--- src/rtl/spi_pkg.sv ---
// Shared constants for the SPI register bridge: command codes, FSM encodings,
// the read-timeout fill pattern and default bus widths.
package spi_pkg;

    localparam int unsigned ADDR_W_DEF = 20;
    localparam int unsigned DATA_W_DEF = 16;
    localparam int unsigned TO_CYC_DEF = 255;

    localparam logic [3:0] CMD_WRITE = 4'h1;
    localparam logic [3:0] CMD_READ  = 4'h2;

    localparam logic [15:0] RD_TIMEOUT_PATTERN = 16'hDEAD;

    localparam logic [2:0] ST_IDLE    = 3'd0;
    localparam logic [2:0] ST_WR_WAIT = 3'd1;
    localparam logic [2:0] ST_WR_REQ  = 3'd2;
    localparam logic [2:0] ST_RD_REQ  = 3'd3;
    localparam logic [2:0] ST_RD_HOLD = 3'd4;
    localparam logic [2:0] ST_DRAIN   = 3'd5;

endpackage

--- src/rtl/spi_reg_bridge_if.sv ---
// Single-beat req/ack register bus between the bridge (master) and the
// accelerator register file (slave).
interface spi_reg_bridge_if import spi_pkg::*; #(
    parameter int unsigned ADDR_W = ADDR_W_DEF,
    parameter int unsigned DATA_W = DATA_W_DEF
) ();

    logic              bus_req;
    logic              bus_we;
    logic [ADDR_W-1:0] bus_addr;
    logic [DATA_W-1:0] bus_wdata;
    logic              bus_ack;
    logic [DATA_W-1:0] bus_rdata;

    modport master (
        output bus_req, bus_we, bus_addr, bus_wdata,
        input  bus_ack, bus_rdata
    );

    modport slave (
        input  bus_req, bus_we, bus_addr, bus_wdata,
        output bus_ack, bus_rdata
    );

endinterface

--- src/rtl/spi_bus_timer.sv ---
// Bus transaction watchdog: load restarts the count, clear stops it, and
// expire_o is high in the cycle the request has been outstanding TO_CYC clocks.
module spi_bus_timer #(
    parameter int unsigned TO_CYC = 255
) (
    input  logic clk,
    input  logic reset_n,
    input  logic load_i,
    input  logic clear_i,
    output logic expire_o
);

    localparam logic [7:0] LAST = 8'(TO_CYC - 1);

    logic [7:0] cnt_q, cnt_d;
    logic       run_q, run_d;

    assign expire_o = run_q && (cnt_q == LAST);

    always_comb begin
        cnt_d = cnt_q;
        run_d = run_q;
        if (load_i) begin
            cnt_d = '0;
            run_d = 1'b1;
        end else if (clear_i) begin
            cnt_d = '0;
            run_d = 1'b0;
        end else if (run_q && !expire_o) begin
            cnt_d = cnt_q + 8'd1;
        end
    end

    always_ff @(posedge clk) begin
        if (!reset_n) begin
            cnt_q <= '0;
            run_q <= 1'b0;
        end else begin
            cnt_q <= cnt_d;
            run_q <= run_d;
        end
    end

endmodule

--- src/rtl/spi_reg_bridge.sv ---
// Converts spi_data_path header/data pulses into req/ack register-bus beats,
// with address auto-increment, read prefetch, timeout and overrun detection.
module spi_reg_bridge import spi_pkg::*; #(
    parameter int unsigned ADDR_W = ADDR_W_DEF,
    parameter int unsigned DATA_W = DATA_W_DEF,
    parameter int unsigned TO_CYC = TO_CYC_DEF
) (
    input  logic              clk,
    input  logic              reset_n,
    input  logic              cs_n,
    input  logic              address_ready,
    input  logic              data_ready,
    input  logic [ADDR_W-1:0] addr,
    input  logic [3:0]        status,
    input  logic [DATA_W-1:0] wdata,
    output logic [DATA_W-1:0] rdata,
    spi_reg_bridge_if.master  bus,
    output logic              busy,
    output logic [2:0]        err
);

    logic [2:0]        state_q, state_d;
    logic [ADDR_W-1:0] acnt_q, acnt_d;
    logic              req_q, req_d;
    logic              we_q, we_d;
    logic [ADDR_W-1:0] baddr_q, baddr_d;
    logic [DATA_W-1:0] bwdata_q, bwdata_d;
    logic [DATA_W-1:0] rdata_q, rdata_d;
    logic [2:0]        err_q, err_d;
    logic              tmr_load, tmr_clear, tmr_expire;

    spi_bus_timer #(.TO_CYC(TO_CYC)) u_timer (
        .clk      (clk),
        .reset_n  (reset_n),
        .load_i   (tmr_load),
        .clear_i  (tmr_clear),
        .expire_o (tmr_expire)
    );

    always_comb begin
        state_d   = state_q;
        acnt_d    = acnt_q;
        req_d     = req_q;
        we_d      = we_q;
        baddr_d   = baddr_q;
        bwdata_d  = bwdata_q;
        rdata_d   = rdata_q;
        err_d     = err_q;
        tmr_load  = 1'b0;
        tmr_clear = 1'b0;
        case (state_q)
            ST_IDLE: begin
                if (address_ready) begin
                    acnt_d = addr;
                    err_d  = '0;
                    if (status == CMD_WRITE) begin
                        state_d = ST_WR_WAIT;
                    end else if (status == CMD_READ) begin
                        req_d    = 1'b1;
                        we_d     = 1'b0;
                        baddr_d  = addr;
                        tmr_load = 1'b1;
                        state_d  = ST_RD_REQ;
                    end else begin
                        err_d[0] = 1'b1;
                    end
                end
            end
            ST_WR_WAIT: begin
                if (cs_n) begin
                    state_d = ST_IDLE;
                end else if (data_ready) begin
                    bwdata_d = wdata;
                    baddr_d  = acnt_q;
                    we_d     = 1'b1;
                    req_d    = 1'b1;
                    tmr_load = 1'b1;
                    state_d  = ST_WR_REQ;
                end
            end
            ST_RD_HOLD: begin
                if (cs_n) begin
                    state_d = ST_IDLE;
                end else if (data_ready) begin
                    baddr_d  = acnt_q;
                    we_d     = 1'b0;
                    req_d    = 1'b1;
                    tmr_load = 1'b1;
                    state_d  = ST_RD_REQ;
                end
            end
            ST_WR_REQ, ST_RD_REQ, ST_DRAIN: begin
                // One completion path for both directions; ack beats a same-cycle expiry.
                if (bus.bus_ack || tmr_expire) begin
                    req_d     = 1'b0;
                    tmr_clear = 1'b1;
                    acnt_d    = acnt_q + ADDR_W'(1);
                    if (!bus.bus_ack) begin
                        err_d[1] = 1'b1;
                    end
                    if (!we_q) begin
                        rdata_d = bus.bus_ack ? bus.bus_rdata : DATA_W'(RD_TIMEOUT_PATTERN);
                    end
                    if (state_q == ST_DRAIN) begin
                        state_d = ST_IDLE;
                    end else begin
                        state_d = we_q ? ST_WR_WAIT : ST_RD_HOLD;
                    end
                end else if (cs_n) begin
                    state_d = ST_DRAIN;
                end
                if (data_ready && (state_q != ST_DRAIN)) begin
                    err_d[2] = 1'b1;
                end
            end
            default: begin
                state_d = ST_IDLE;
            end
        endcase
    end

    always_ff @(posedge clk) begin
        if (!reset_n) begin
            state_q  <= ST_IDLE;
            acnt_q   <= '0;
            req_q    <= 1'b0;
            we_q     <= 1'b0;
            baddr_q  <= '0;
            bwdata_q <= '0;
            rdata_q  <= '0;
            err_q    <= '0;
        end else begin
            state_q  <= state_d;
            acnt_q   <= acnt_d;
            req_q    <= req_d;
            we_q     <= we_d;
            baddr_q  <= baddr_d;
            bwdata_q <= bwdata_d;
            rdata_q  <= rdata_d;
            err_q    <= err_d;
        end
    end

    assign bus.bus_req   = req_q;
    assign bus.bus_we    = we_q;
    assign bus.bus_addr  = baddr_q;
    assign bus.bus_wdata = bwdata_q;
    assign rdata         = rdata_q;
    assign err           = err_q;
    assign busy          = (state_q != ST_IDLE);

endmodule

--- src/flat_wrapper.sv ---
// flat-port wrapper written by rule: the top's interface ports become plain ports
module spi_reg_bridge_flat import spi_pkg::*;
#(
    parameter int unsigned ADDR_W = ADDR_W_DEF,
    parameter int unsigned DATA_W = DATA_W_DEF,
    parameter int unsigned TO_CYC = TO_CYC_DEF
)
  (clk, reset_n, cs_n, address_ready, data_ready, addr, status, wdata, rdata, busy, err, bus_bus_req, bus_bus_we, bus_bus_addr, bus_bus_wdata, bus_bus_ack, bus_bus_rdata);
  spi_reg_bridge_if #(.ADDR_W(ADDR_W), .DATA_W(DATA_W)) bus_i ();
  input  logic clk;
  input  logic reset_n;
  input  logic cs_n;
  input  logic address_ready;
  input  logic data_ready;
  input  logic [ADDR_W-1:0] addr;
  input  logic [3:0] status;
  input  logic [DATA_W-1:0] wdata;
  output logic [DATA_W-1:0] rdata;
  output logic busy;
  output logic [2:0] err;
  output wire logic [$bits(bus_i.bus_req)-1:0] bus_bus_req;
  output wire logic [$bits(bus_i.bus_we)-1:0] bus_bus_we;
  output wire logic [$bits(bus_i.bus_addr)-1:0] bus_bus_addr;
  output wire logic [$bits(bus_i.bus_wdata)-1:0] bus_bus_wdata;
  input wire logic [$bits(bus_i.bus_ack)-1:0] bus_bus_ack;
  input wire logic [$bits(bus_i.bus_rdata)-1:0] bus_bus_rdata;
  assign bus_bus_req = bus_i.bus_req;
  assign bus_bus_we = bus_i.bus_we;
  assign bus_bus_addr = bus_i.bus_addr;
  assign bus_bus_wdata = bus_i.bus_wdata;
  assign bus_i.bus_ack = bus_bus_ack;
  assign bus_i.bus_rdata = bus_bus_rdata;
  spi_reg_bridge #(.ADDR_W(ADDR_W), .DATA_W(DATA_W), .TO_CYC(TO_CYC)) u_core (.clk(clk), .reset_n(reset_n), .cs_n(cs_n), .address_ready(address_ready), .data_ready(data_ready), .addr(addr), .status(status), .wdata(wdata), .rdata(rdata), .bus(bus_i), .busy(busy), .err(err));
endmodule
--- config.mk ---
export PLATFORM = sky130hd
export DESIGN_NAME = spi_reg_bridge_flat
export DESIGN_NICKNAME = d
export VERILOG_FILES = /design/src/rtl/spi_pkg.sv /design/src/rtl/spi_reg_bridge_if.sv /design/src/rtl/spi_bus_timer.sv /design/src/rtl/spi_reg_bridge.sv /design/src/flat_wrapper.sv
export SDC_FILE = /design/constraint.sdc
export NUM_CORES = 1
export LEC_CHECK = 0
export CAP_MARGIN = 15
export CORE_MARGIN = 1
export CORE_UTILIZATION = 45
export CTS_CLUSTER_DIAMETER = 60
export DETAILED_ROUTE_END_ITERATION = 10
export HOLD_SLACK_MARGIN = 0.05
export PLACE_DENSITY = 0.76
export SYNTH_ARGS = -nofsm -noshare
export SYNTH_HDL_FRONTEND = slang
export SYNTH_SLANG_ARGS = --single-unit
--- constraint.sdc ---
create_clock -name clk -period 2.6 [get_ports clk]
set_input_delay 0.39 -clock clk [delete_from_list [all_inputs] [get_ports clk]]
set_output_delay 0.39 -clock clk [all_outputs]
set_load 0.01 [all_outputs]
# Word level (Yosys, flattened, before mapping)
# Index checks and enable logic that the tools add are counted.
[totals]
ff_bits = 89
in_bits = 62
output_inout_bits = 58
wordCells = 119
[op_classes]
n_mux = 52
n_addsub = 2
n_bitwise = 3
reduce_logical = 25
n_eq_ne = 25
[op_table]
columns = ["op", "n"]
rows = [
  ["$mux 20", 7],
  ["$pmux 20 s2", 2],
  ["$mux 3", 12],
  ["$mux 1", 25],
  ["$add 20x1->20 const B", 1],
  ["$mux 16", 1],
  ["$ne 2x2->1 const B", 8],
  ["$pmux 3 s4", 1],
  ["$reduce_and 3->1", 4],
  ["$ne 3x3->1 const B", 3],
  ["$reduce_bool 3->1", 3],
  ["$add 8x1->8 const B", 1],
  ["$eq 8x8->1 const B", 1],
  ["$ne 2x1->1 const B", 4],
  ["$reduce_and 8->1", 1],
  ["$reduce_and 7->1", 1],
  ["$eq 3x2->1 const B", 2],
  ["$eq 3x3->1 const B", 2],
  ["$pmux 1 s3", 2],
  ["$reduce_and 6->1", 1],
  ["$reduce_bool 2->1", 3],
  ["$reduce_or 3->1", 2],
  ["$reduce_and 5->1", 1],
  ["$eq 4x1->1 const B", 1],
  ["other kinds (14)", 18],
]

# Depth between registers and ports, before layout
# Gate-level depths: netlist of run 1.
[logic_depth]
word_depth = 7
mapped_depth = 8
mapped_depth_nobuf = 7

# Modules after synthesis
# From an unflattened synthesis of run 1, not the netlist that was laid out.
[unflattened]
cells_unflattened = 517
hier_area_um2 = 4359.2
[by_module_without_submodules]
columns = ["mod", "instances", "seq_area_each_um2", "cells_each", "area_each_um2"]
rows = [
  ["spi_reg_bridge", 1, 1601.5, 462, 3851.2],
  ["spi_bus_timer", 1, 180.2, 55, 508.0],
]

# Worst setup path after synthesis of run 1
# OpenSTA, ideal clock, no wires.
[synth_path]
path_kind = "register -> register"
start = "reg u_core.u_timer.cnt_q[0]"
end = "reg u_core.acnt_q[16]"
t_arrival_ns = 1.836
path_buffers = 1
setup_time_ns = 0.119
stages_incl_launch_ff = 9
slack_ns = 0.645
period_less_slack_ns = 1.955
path_cell_list = "dfxtp_1 inv_1 ha_1 and3_1 a41o_1 mux2i_2 buf_2 nor2_1 o221a_2"
[synth_between]
elab_chain_cells = 5
[synth_rtl]
columns = ["element", "line_no", "source"]
rows = [
  ["start: declaration", "spi_bus_timer.sv:15", "logic [7:0] cnt_q, cnt_d;"],
  ["start signal: assignment", "spi_bus_timer.sv:39", "cnt_q <= cnt_d;"],
  ["$eq 8x8->1", "spi_bus_timer.sv:18", "assign expire_o = run_q && (cnt_q == LAST);"],
  ["$logic_and 1x1->1", "spi_bus_timer.sv:18", ""],
  ["$logic_or 1x1->1", "spi_reg_bridge.sv:94", "if (bus.bus_ack || tmr_expire) begin"],
  ["$ne 2x1->1 (no line)", "--", ""],
  ["$reduce_and 3->1 (no line)", "--", ""],
  ["end signal: assignment", "spi_reg_bridge.sv:134", "acnt_q <= acnt_d;"],
  ["end: declaration", "spi_reg_bridge.sv:23", "logic [ADDR_W-1:0] acnt_q, acnt_d;"],
]
# Every way passes these cells.
# A chain may end at the register's enable or synchronous reset.

# Worst setup path in the final report of run 1
[layout_path]
start = "reg u_core.state_q[0]"
end = "reg u_core.baddr_q[13] (netlist: u_core.bus.bus_addr[13])"
[layout_between]
elab_chain_cells = 4
elab_cells_between_ends = 12
[layout_rtl]
columns = ["element", "line_no", "source"]
rows = [
  ["start: declaration", "spi_reg_bridge.sv:22", "logic [2:0] state_q, state_d;"],
  ["start signal: assignment", "spi_reg_bridge.sv:133", "state_q <= state_d;"],
  ["$eq 3x1->1 / $eq 3x3->1 (equally long branches)", "spi_reg_bridge.sv:51", "case (state_q)"],
  ["$reduce_or 2->1 (no line)", "--", ""],
  ["$ne 2x1->1 (no line) (tied with other cells)", "--", ""],
  ["$reduce_and 6->1 (no line)", "--", ""],
  ["end signal: assignment", "spi_reg_bridge.sv:137", "baddr_q <= baddr_d;"],
  ["end: declaration", "spi_reg_bridge.sv:26", "logic [ADDR_W-1:0] baddr_q, baddr_d;"],
]
# Several ways; a longest one is shown, not always the timed one.

==> results of run 1 <==
[critical path: stages, from the launching register on]
cell and delay [ps]:
dfxtp_1 490, xor2_1 250, and2b_1 480, buf_4 330, mux2_2 370, mux2i_1 150
nor2_1 70
[power breakdown]
| group | switching [mW] | internal [mW] |
|---|---|---|
| registers | 0.189 | 1.54 |
| clock network | 0.537 | 0.483 |
| logic | 0.738 | 0.705 |
| total | 1.46 | 2.73 |
[cell families (layout without fill, tap and decap cells)]
logic type      Yosys count  after routing  share of synthesized area, %
compound gates          128            128                          19.7
xor+xnor                  8              8                          1.66
fa+ha+maj                 3              3                         0.890
buf+inv                  43            161                          4.57
flops                    89             89                          42.2
mux                      42             42                          10.7
simple gates            187            187                          20.2
[stage by stage]
| step | std cells | power, mW | instance area [um2] | worst slack (ps) | hold slack [ps] |
|---|---|---|---|---|---|
| after CTS | 726 | 4.19 | 5720 | 373 | 448 |
| after global placement | 710 | 3.14 | 5510 | 485 | 435 |
| after floorplan | 500 | 2.67 | 4220 | 645 | 445 |
| final | 726 | 4.19 | 5720 | 348 | 443 |
| after global routing | 726 | 4.42 | 5720 | 162 | 468 |
| after detailed placement | 710 | 3.18 | 5510 | 386 | 434 |
[placed cells by master (no fill, tap or decap), drive strengths merged, types with 5 or more instances in the layout]
master / count
o31ai: 5
nand2: 87
clkdlybuf4s50: 119
clkbuf: 10
nor2: 38
inv: 13
nand4: 5
a21oi: 60
nand3: 20
nor3: 10
buf: 15
or3: 5
and3: 7
dfxtp: 89
o21ai: 21
mux2i: 22
a31oi: 5
mux2: 20
[state kept, by name, indices dropped and copies added (netlist names)]
signal	count
u_core.acnt_q	20
u_core.bus.bus_addr	20
u_core.bus.bus_wdata	16
u_core.rdata	16
u_core.u_timer.cnt_q	8
u_core.err	3
u_core.state_q	3
u_core.bus.bus_req	1
u_core.bus.bus_we	1
u_core.u_timer.run_q	1
[final timing paths]
check / slack (ps) / endpoint
worst max-delay path: 350 / u_core.bus.bus_addr[13]$_SDFFE_PN0P_
worst min-delay path: 440 / u_core.bus.bus_req$_SDFFE_PN0P_
worst max register to register: 350 / u_core.bus.bus_addr[13]$_SDFFE_PN0P_
worst min register to register: 440 / u_core.bus.bus_req$_SDFFE_PN0P_
[final cells by class]
class,count,area (um2)
well taps,108,135
fillers,787,3170
inverters,11,41.3
flip-flops and latches,89,1780
clock buffers,10,138
repair buffers,134,1300
multi-input cells,368,2240
clock inverters,6,73.8
[routing by layer]
metal,vias to the layer above,track usage (%),share of wire [%]
met5,-,0,0
met2,140,38.7,47
met4,0,6.66,1.4
li1,2013,-,-
met3,17,4.96,6.1
met1,1928,30.3,45
==> results, run 1 <==
- The growth of design area from synthesis to finish is 35.5%.
- In the routed layout, each cell is associated on average with a via count of 5.64.
- Sorting the synthesized cells by area gives the leading types as dfxtp_1 (42%), nand2_1 (7.7%), a21oi_1 (7.1%).
- STA classifies the critical path endpoint as a flop.
- The total negative slack for setup checks is 0 ps.
- The required time at the worst-slack endpoint is 2850 ps.
- The power per cell area is 733 nW/um2.
- The clock sink total is 89.
- The first routing iteration left 268 violations.
- The launch point of the critical path is u_core.state_q[0]$_SDFFE_PN0P_.
- The critical path is of the reg2reg type.
- The final worst clock skew is 15.9 ps.
- The clock tree from TritonCTS is yes.
- The number of antenna violations at the first check in global routing is 0.
- The most common cell in the netlist is dfxtp_1.
- The number of pins with negative max-slew slack in the final report is 0.
- The unique cell type count in the Yosys netlist is 55.
- The count of buffers from port buffering is 119.
- The via count of the first global-routing pass came to 3,791.
- The routed layout has 4,098 vias.
- The floorplan die height is 98.8 um.
- Once the clock tree was built, the resizer swapped 0 gates to a different size.
- The worst hold path was traced through 2 stages.
- Clock-pin slew was measured on the worst setup and hold paths at 100 ps.
- The period utilization is 86.6%.
- The count of nets left with antenna violations after detail routing is 0.
- The highest fanout seen on the critical path is 14.
- The first detailed-routing pass ran for 4 iterations.
- In the final routed layout, each cell accounts on average for 15.5 um.
- The startpoint identified for the worst hold timing path is u_core.bus.bus_req$_SDFFE_PN0P_.
- The maximum root-to-sink buffer count is 2.
- The cell area after synthesis is 4220 um2.
- The flow ran to the end, and the final reports show no timing, DRC or antenna violations.
- In this run the static leakage power is 2.13 nW.
- In this run the critical register-to-register path is launched from u_core.state_q[0]$_SDFFE_PN0P_.
- The depth of the CTS H-tree is 3.
- Once the floorplan was initialized, standard cells occupied 47.5% of the core.
- For this design, the CTS-stage hold fixing added 0 buffers.
- Entering global routing, the biggest net connects 26 pins.
- The worst relative slew slack is 44.7%.
- The residual overflow from global routing is 0.
- The maximum achievable frequency is 444 MHz.
- The global router's overall resource usage is 23.2%.
- For this run, asynchronously set or reset flops after synthesis account for 0%.
- The number of nets produced by synthesis is 565.
- The die width is 98.8 um.
- The core area is 8890 um2.
- The number of flip-flops and latches in the synthesized netlist is 89.
- 120 I/O pins were placed.
- The path class of the tightest hold or removal check is reg2reg.
- The share of the synthesized area in the top cell type is 42.2%.
- At the worst endpoint, the arrival time is 2500 ps.
- The tool flagged a number of max-cap violations equal to 0.
- The first-pass GRT wire length is 18,300 um.
- Summed over all instances, the cell type with the most area after synthesis is dfxtp_1.
- At the end of the flow, the number of nets in the layout was 678.
- The share of the core filled with cells in the final layout is 64.3%.
- The Yosys step of the flow raised 0 warnings.
- The area of the die is 9770 um2.
- The clock reaches the later pin of the worst-skew pair after 360 ps.
- STA classifies the critical path startpoint as a flop.
- Setup violations remaining at the end of the flow were counted as 0.
- For this block, the routed nets add up to 11,200 um of wire.
- The count of endpoints failing hold in the final timing report was 0.
- In this run the post-CTS setup repair buffer count came out at 0.
- The number of placement rows is 34.
- The actual slew at the worst max-slew pin is 830 ps.
- Routability-driven placement finished with a final weighted congestion of 0.861.
- The placed wire-length estimate after detailed placement is 8070 um.
- The number of enable-type register cells in the synthesized netlist is 0.
- The share of synthesized area occupied by flip-flops and latches is 42.2%.
- The post-route minimum period is 2250 ps.
- The largest voltage drop on the vdd net is 0.418 mV.
- The number of antenna diodes in the final layout is 0.
- The cell at the root of the clock tree is clkbuf_8.
- Counting every instance in the synthesized netlist gives 500.
- After synthesis, the most frequently instantiated cells are dfxtp_1 (89), nand2_1 (87), a21oi_1 (60), nor2_1 (38).
- The DRC violation count after routing is 0.
- The leading register cell type out of synthesis is dfxtp_1.
- The number of cells traversed by the worst register-to-register path is 6.
- Setup repair after global routing left no endpoint under its margin.
- The average cell area after synthesis is 8.44 um2.
- The share of cells above drive strength 1 is 10.5%.
- The total clock buffers created by CTS is 9.
(Power assumes the default switching activity.)
==> run 2, diff against run 1 <==
--- a/config.mk
+++ b/config.mk
@@ -7,11 +7,11 @@
 export LEC_CHECK = 0
 export CAP_MARGIN = 15
 export CORE_MARGIN = 1
-export CORE_UTILIZATION = 45
+export CORE_UTILIZATION = 40
 export CTS_CLUSTER_DIAMETER = 60
 export DETAILED_ROUTE_END_ITERATION = 10
 export HOLD_SLACK_MARGIN = 0.05
-export PLACE_DENSITY = 0.76
+export PLACE_DENSITY = 0.69
 export SYNTH_ARGS = -nofsm -noshare
 export SYNTH_HDL_FRONTEND = slang
 export SYNTH_SLANG_ARGS = --single-unit
==> run 2 against run 1 <==
Effect of this change: sequential power barely moved; wire length up 0.33%; critical path depth down 1; via count is 2.4% lower; clock skew is 7.1 ps lower; count of clock-buffer cells in the layout grew 1; first-iteration DRC count fell by 28%; worst hold slack improved by 12 ps; setup slack better by 30 ps.
==> results, run 2 (same netlist as run 1, synthesis figures left out) <==
- The endpoint of the worst hold-timing path is u_core.rdata[4]$_SDFFE_PN0P_.
- The run finished with clean final reports.
- At the pin with the least slew margin, the transition time is 950 ps.
- The number of cells on the worst reg-to-reg path is 5.
- The launch point of the critical path is u_core.state_q[1]$_SDFFE_PN0P_.
- The clock reaches the later pin of the worst-skew pair after 360 ps.
- The die is 105 um wide.
- The pin count of the biggest net entering global routing is 52.
- In the layout the commonest cells are clkdlybuf4s50_1 (119), dfxtp_1 (89), nand2_1 (87).
- Along the worst path, the maximum fanout reaches 24.
- Routability-driven placement finished with a final weighted congestion of 0.838.
- The setup check on the worst reg-to-reg path leaves a slack of 380 ps.
- The min-delay analysis places its worst path in the category reg2reg.
- After detailed routing, the total wire length is 11,300 um.
- The launching element type of the critical path is a flop.
- TritonCTS built the clock tree.
- STA puts the critical path data required time at 2890 ps.
- The worst relative slew slack is 36.6%.
- The placed wire-length estimate after detailed placement is 7840 um.
- The initialized floorplan defines 37 standard-cell rows.
- Setup violations remaining at the end of the flow were counted as 0.
- The number of nets in the finished design is 674.
- The largest single stage delay on the critical path is 590 ps.
- The beginning of the worst hold path is u_core.rdata[4]$_SDFFE_PN0P_.
- After detailed routing, the number of remaining DRC violations is 0.
- The diode insertion count for antenna repair is 0.
- The growth of design area from synthesis to finish is 35.0%.
- The longest clock path from root to sink contains 2 buffers.
- In this design, the largest share of critical-path delay is due to simple AND/OR/NAND/NOR gates.
- The clock sink total is 89.
- The via count of the first global-routing pass was 3,773.
- The final worst clock skew is 8.82 ps.
- Clock-pin slew was measured on the worst setup and hold paths at 90 ps.
- Traced cell by cell, the critical path runs through nand2b_1 -> and2_1 -> nor3_4 -> o21ai_0 -> a21oi_1.
- The number of buffers and inverters on the critical path is 0.
- The static leakage is 2.11 nW.
- Post-CTS repair changed the size of 0 cells.
- The final critical path takes up 85.4% of the cycle.
- The most common cell after layout, fill and taps aside is clkdlybuf4s50_1.
- The die covers 11,000 um2.
- The count of nets left with antenna violations after detail routing is 0.
- The cell at the root of the clock tree is clkbuf_8.
- The number of buffers inserted to repair setup after CTS is 0.
- In this run, placement finished with an instance count of 734.
- The DRC marker count from the first detailed-route iteration is 193.
- CTS built an H-tree with a depth of 3.
- The total clock buffers created by CTS is 9.
- For this run the aggregate overflow at the end of global routing stands at 0.
- The number of pins with negative max-slew slack in the final report is 0.
- The count of max-cap constraint violations is 0.
- The core region is 10,300 um2.
- The top-level I/O count is 120.
- Dividing the detail-routed wire length by the instance count gives 15.0 um.
- The type of the worst setup path is reg2reg.
- The capture instance of the worst register-to-register path is u_core.rdata[9]$_SDFFE_PN0P_.
- The data arrival time of the worst path is 2510 ps.
- The total negative slack for setup checks is 0 ps.
- The maximum achievable frequency is 450 MHz.
- The worst register-to-register path begins at u_core.state_q[1]$_SDFFE_PN0P_.
- Hold repair after CTS inserted 0 buffers.
- The instance count along the most critical hold path is 2.
- In this run the power density over the cells is 705 nW/um2.
- The detailed router placed 3,999 vias in this run.
- The nature of the critical path endpoint is a flop.
- In the global route stage, overall resource usage came out at 21.0%.
- The first global-routing pass estimated 18,600 um of wire.
- The floorplan die height is 105 um.
- The post-detailed-route via-to-cell ratio is 5.33.
- The initial cell density of the core is 41.1%.
- The highest-delay cell along the critical path is nor3_4.
- The largest voltage drop on the vdd net is 0.444 mV.
- The detailed-router iteration count before antenna repair is 7.
- Of the cells placed in the final design, the portion with a size suffix greater than 1 is 9.77%.
- Setup repair after global routing left no endpoint under its margin.
- The number of antenna violations at the first check in global routing is 0.
- The count of buffers added on input and output ports is 119.
- The count of endpoints failing hold in the final timing report is 0.
- The post-route minimum period is 2220 ps.
- The final instance count without filler cells is 750.
run 2: routing by layer:
| layer | wire, um | global-route usage, % | share of wire, % |
|---|---|---|---|
| met1 | 5350 | 28.3 | 47 |
| met2 | 5260 | 33.2 | 47 |
| met3 | 416 | 3.56 | 3.7 |
| met4 | 244 | 8.85 | 2.2 |
| met5 | 0 | 0 | 0 |
run 2: worst max path at each step:
stage / endpoint / slack [ps] / cells after the start
after global placement: u_core.u_timer.cnt_q[1]$_SDFFE_PP0P_ / 390 / 6
after floorplan: u_core.acnt_q[16]$_SDFFE_PN0P_ / 640 / 8
after detailed placement: u_core.u_timer.cnt_q[2]$_SDFFE_PP0P_ / 270 / 6
after CTS: u_core.rdata[9]$_SDFFE_PN0P_ / 400 / 5
final: u_core.rdata[9]$_SDFFE_PN0P_ / 380 / 5
after global routing: u_core.rdata[12]$_SDFFE_PN0P_ / 110 / 5
run 2: power by group:
group	internal, mW	total [mW]	switching (mW)	leakage, nW
sequential	1.54	1.72	0.182	0.723
combinational	0.688	1.42	0.734	1.29
clock	0.371	0.869	0.498	0.0891
total	2.60	4.01	1.41	2.11
run 2: cell type report:
cell class              instances  area [um2]
clock buffers                  11         141
multi-input cells             368        2240
fillers                       977        4580
inverters                      11        41.3
clock inverters                 5        31.3
well taps                     136         170
flip-flops and latches         89        1780
repair buffers                130        1290
run 2: per-stage QoR:
stage	instance area [um2]	total power [mW]	utilization [%]	hold WS, ps	setup WS (ps)
2_1_floorplan	4220	2.67	-	445	645
4_1_cts	5700	4.03	55.4	455	399
3_5_place_dp	5520	3.16	53.7	442	270
5_1_grt	5700	4.26	55.4	476	105
6_report	5700	4.01	55.4	456	378
3_3_place_gp	5520	3.12	53.7	439	389
run 2: worst min-delay path, cell delays in order, from the launching register on:
cell	delay, ps
dfxtp_1	320
nand2_1	50
a21oi_1	50
==> run 3, diff against run 2 <==
==> constraint.sdc (replaced) <==
create_clock -name clk -period 2.27 [get_ports clk]
set_input_delay 0.3405 -clock clk [delete_from_list [all_inputs] [get_ports clk]]
set_output_delay 0.3405 -clock clk [all_outputs]
set_load 0.01 [all_outputs]
==> run 3 against run 2 <==
Effect of this change: total power increased by 18%; via count decreased by 0.23%; combinational power increased by 23%; non-clock buffer count up 9; final area rose by 1.9%; first-iteration DRC count is 1.0% higher; clock power increased by 21%; worst hold slack lost 1.2 ps; sequential cell count did not move; sequential power grew 15%; count of clock-buffer cells in the layout did not move; critical path depth increased by 3; largest cell class unchanged.
==> results, run 3 (same netlist as run 1, synthesis figures left out) <==
- The depth of the CTS H-tree is 3.
- The sum of routed wire length over all layers is 11,400 um.
- The number of placement rows is 37.
- The share of cells above drive strength 1 is 10.8%.
- The number of buffers inserted to repair setup after CTS is 0.
- In this run the worst setup path terminates at u_core.acnt_q[17]$_SDFFE_PN0P_.
- CTS saw 89 sinks.
- Walking the worst path, the cells encountered are inv_1 -> ha_1 -> and3_1 -> a41o_1 -> mux2i_2 -> buf_12 -> a21oi_1 -> o221a_2.
- In the final layout, the multi-input gates occupy 2240 um2.
- The largest voltage drop on the vdd net is 0.505 mV.
- The launching element type of the critical path is a flop.
- Summed over all failing endpoints, the final setup total negative slack is 0 ps.
- The initial cell density of the core is 41.1%.
- The worst relative slew slack is 62.1%.
- On the worst path, the slowest cell contributes a delay of 400 ps.
- The capture instance of the worst register-to-register path is u_core.acnt_q[17]$_SDFFE_PN0P_.
- Clock latency on the worst-skew pair, taken at its later pin, is 340 ps.
- At the worst endpoint, the required time is 2510 ps.
- The growth of design area from synthesis to finish is 37.6%.
- The count of filler cells inserted in the layout is 984.
- The highest fanout seen on the critical path is 22.
- The detailed-router iteration count before antenna repair is 4.
- In this run the static leakage power is 2.17 nW.
- The run finished with clean final reports.
- The final weighted congestion in routability-driven placement is 0.828.
- For this design the ratio of total power to cell area is 818 nW/um2.
- TritonCTS created 9 clock buffers.
- The startpoint identified for the worst register-to-register timing path is u_core.u_timer.cnt_q[0]$_SDFFE_PP0P_.
- The floorplan step set the die width to 105 um.
- At the pin with the least slew margin, the transition time is 560 ps.
- In this run, post-CTS hold repair placed 0 buffers.
- The highest-delay cell along the critical path is dfxtp_1.
- The number of pins with negative max-slew slack in the final report is 0.
- For the final database, setup skew stands at 11.3 ps.
- The finished cells cover 5810 um2.
- OpenSTA, run right after detailed placement, puts the worst setup slack at 182 ps.
- Entering global routing, the biggest net connects 31 pins.
- The via count of the first global-routing pass was 3,853.
- In the layout the commonest cells are clkdlybuf4s50_1 (119), dfxtp_1 (89), nand2_1 (87).
- Buffers placed on the I/O ports in this run total 119.
- The maximum root-to-sink buffer count is 2.
- The beginning of the worst hold path is u_core.rdata[6]$_SDFFE_PN0P_.
- The final layout contains 683 nets.
- The final critical-path setup slack is 227 ps.
- The internal reg-to-reg setup slack is 230 ps.
- For this block, the initial DRC count from the detailed router was 195.
- The core area is 10,300 um2.
- The count of nets left with antenna violations after detail routing is 0.
- The number of gates on the worst path with buffers counted is 8.
- Clock-pin slew was measured on the worst setup and hold paths at 90 ps.
- The worst path uses 90.0% of the clock period.
- The instance area at placement is 5630 um2.
- In the final routed layout, each cell accounts on average for 15.1 um.
- The count of endpoints failing hold in the final timing report is 0.
- The diode insertion count for antenna repair is 0.
- The DRC violation count after routing is 0.
- The first global-routing pass estimated 18,700 um of wire.
- The data arrival time of the worst path is 2290 ps.
- The top-level I/O count is 120.
- The setup-violating endpoint count in the final report is 0.
- The worst setup path is captured at a flop.
- Leaving out fill and tap cells, the most frequent cell in the layout is clkdlybuf4s50_1.
- Counting both buffers and inverters, the worst setup path holds a total of 2.
- The placed wire-length estimate after detailed placement is 8160 um.
- Setup repair after global routing left no endpoint under its margin.
- The launch point of the critical path is u_core.u_timer.cnt_q[0]$_SDFFE_PP0P_.
- The type of the worst setup path is reg2reg.
- The clock tree from TritonCTS is yes.
- Registers take 1780 um2.
- The post-cts resize count is 0.
- The number of antenna violations at the first check in global routing was 0.
- The family of cells with the greatest summed delay on the critical path is compound AO/OA/AOI/OAI gates.
- Measured along the y axis, the die boundary spans 105 um.
- Timing would allow up to 490 MHz.
- The number of cells on the worst reg-to-reg path is 8.
- The post-route minimum period is 2040 ps.
- Global routing used 20.9% of the available tracks across all layers.
- The tightest min-delay check is of the reg2reg type.
- The tool flagged a number of max-cap violations equal to 0.
- The floorplan step defined a die boundary enclosing 11,000 um2.
- The cell at the root of the clock tree is clkbuf_8.
- Summed over all layers, the global routing overflow is 0.
- Detailed routing inserted a total of 3,990 vias.
- After detailed routing, the number of vias per cell comes to 5.26.
-- run 3: cell count changes in the layout (fill, tap and decap cells not counted) --
cell        before  now
bufinv_16        0    1
clkinvlp_4       1    0
clkinv_4         1    0
buf_4           10   16
buf_12           1    4
clkbuf_8        10    9
clkbuf_1         1    2
-- run 3: layout make-up --
cell class / count / area share, %
sequential: 89 / 30.7
timing repair buffer: 139 / 24.0
tap: 136 / 2.93
clock buffer: 11 / 2.26
multi-input combinational: 368 / 38.7
clock inverter: 4 / 0.776
inverter: 11 / 0.711
-- run 3: report_power, final --
part,switching [mW],total [mW],internal [mW]
logic,0.867,1.74,0.870
registers,0.203,1.97,1.77
clock network,0.545,1.05,0.500
total,1.62,4.75,3.14
-- run 3: per-layer routing --
metal	vias up	GRT usage [%]	part of all wire (%)
li1	2002	-	-
met1	1890	27.6	47
met2	96	35.2	48
met3	2	4.18	4.5
met4	0	4.63	0.41
met5	-	0	0
-- run 3: worst min-delay path by stage --
stage                                      end  slack, ps  cells past startpoint
6_report          u_core.rdata[6]$_SDFFE_PN0P_        450                      2
5_1_grt        u_core.bus.bus_req$_SDFFE_PN0P_        470                      2
3_3_place_gp   u_core.bus.bus_req$_SDFFE_PN0P_        440                      2
3_5_place_dp   u_core.bus.bus_req$_SDFFE_PN0P_        440                      2
4_1_cts        u_core.bus.bus_req$_SDFFE_PN0P_        450                      2
2_1_floorplan   u_core.acnt_q[19]$_SDFFE_PN0P_        450                      2
-- run 3: tightest hold or removal path: stages (launching register included) --
cell	delay [ps]
dfxtp_1	320
nand2_1	50
a21oi_1	50
-- run 3: per-stage QoR --
stage,hold slack [ps],util (%),power [mW],cells
after CTS,453,56.5,4.78,758
after global routing,472,56.5,5.06,758
after floorplan,445,-,3.05,500
after global placement,438,54.8,3.69,743
final,454,56.5,4.75,758
after detailed placement,441,54.8,3.73,743
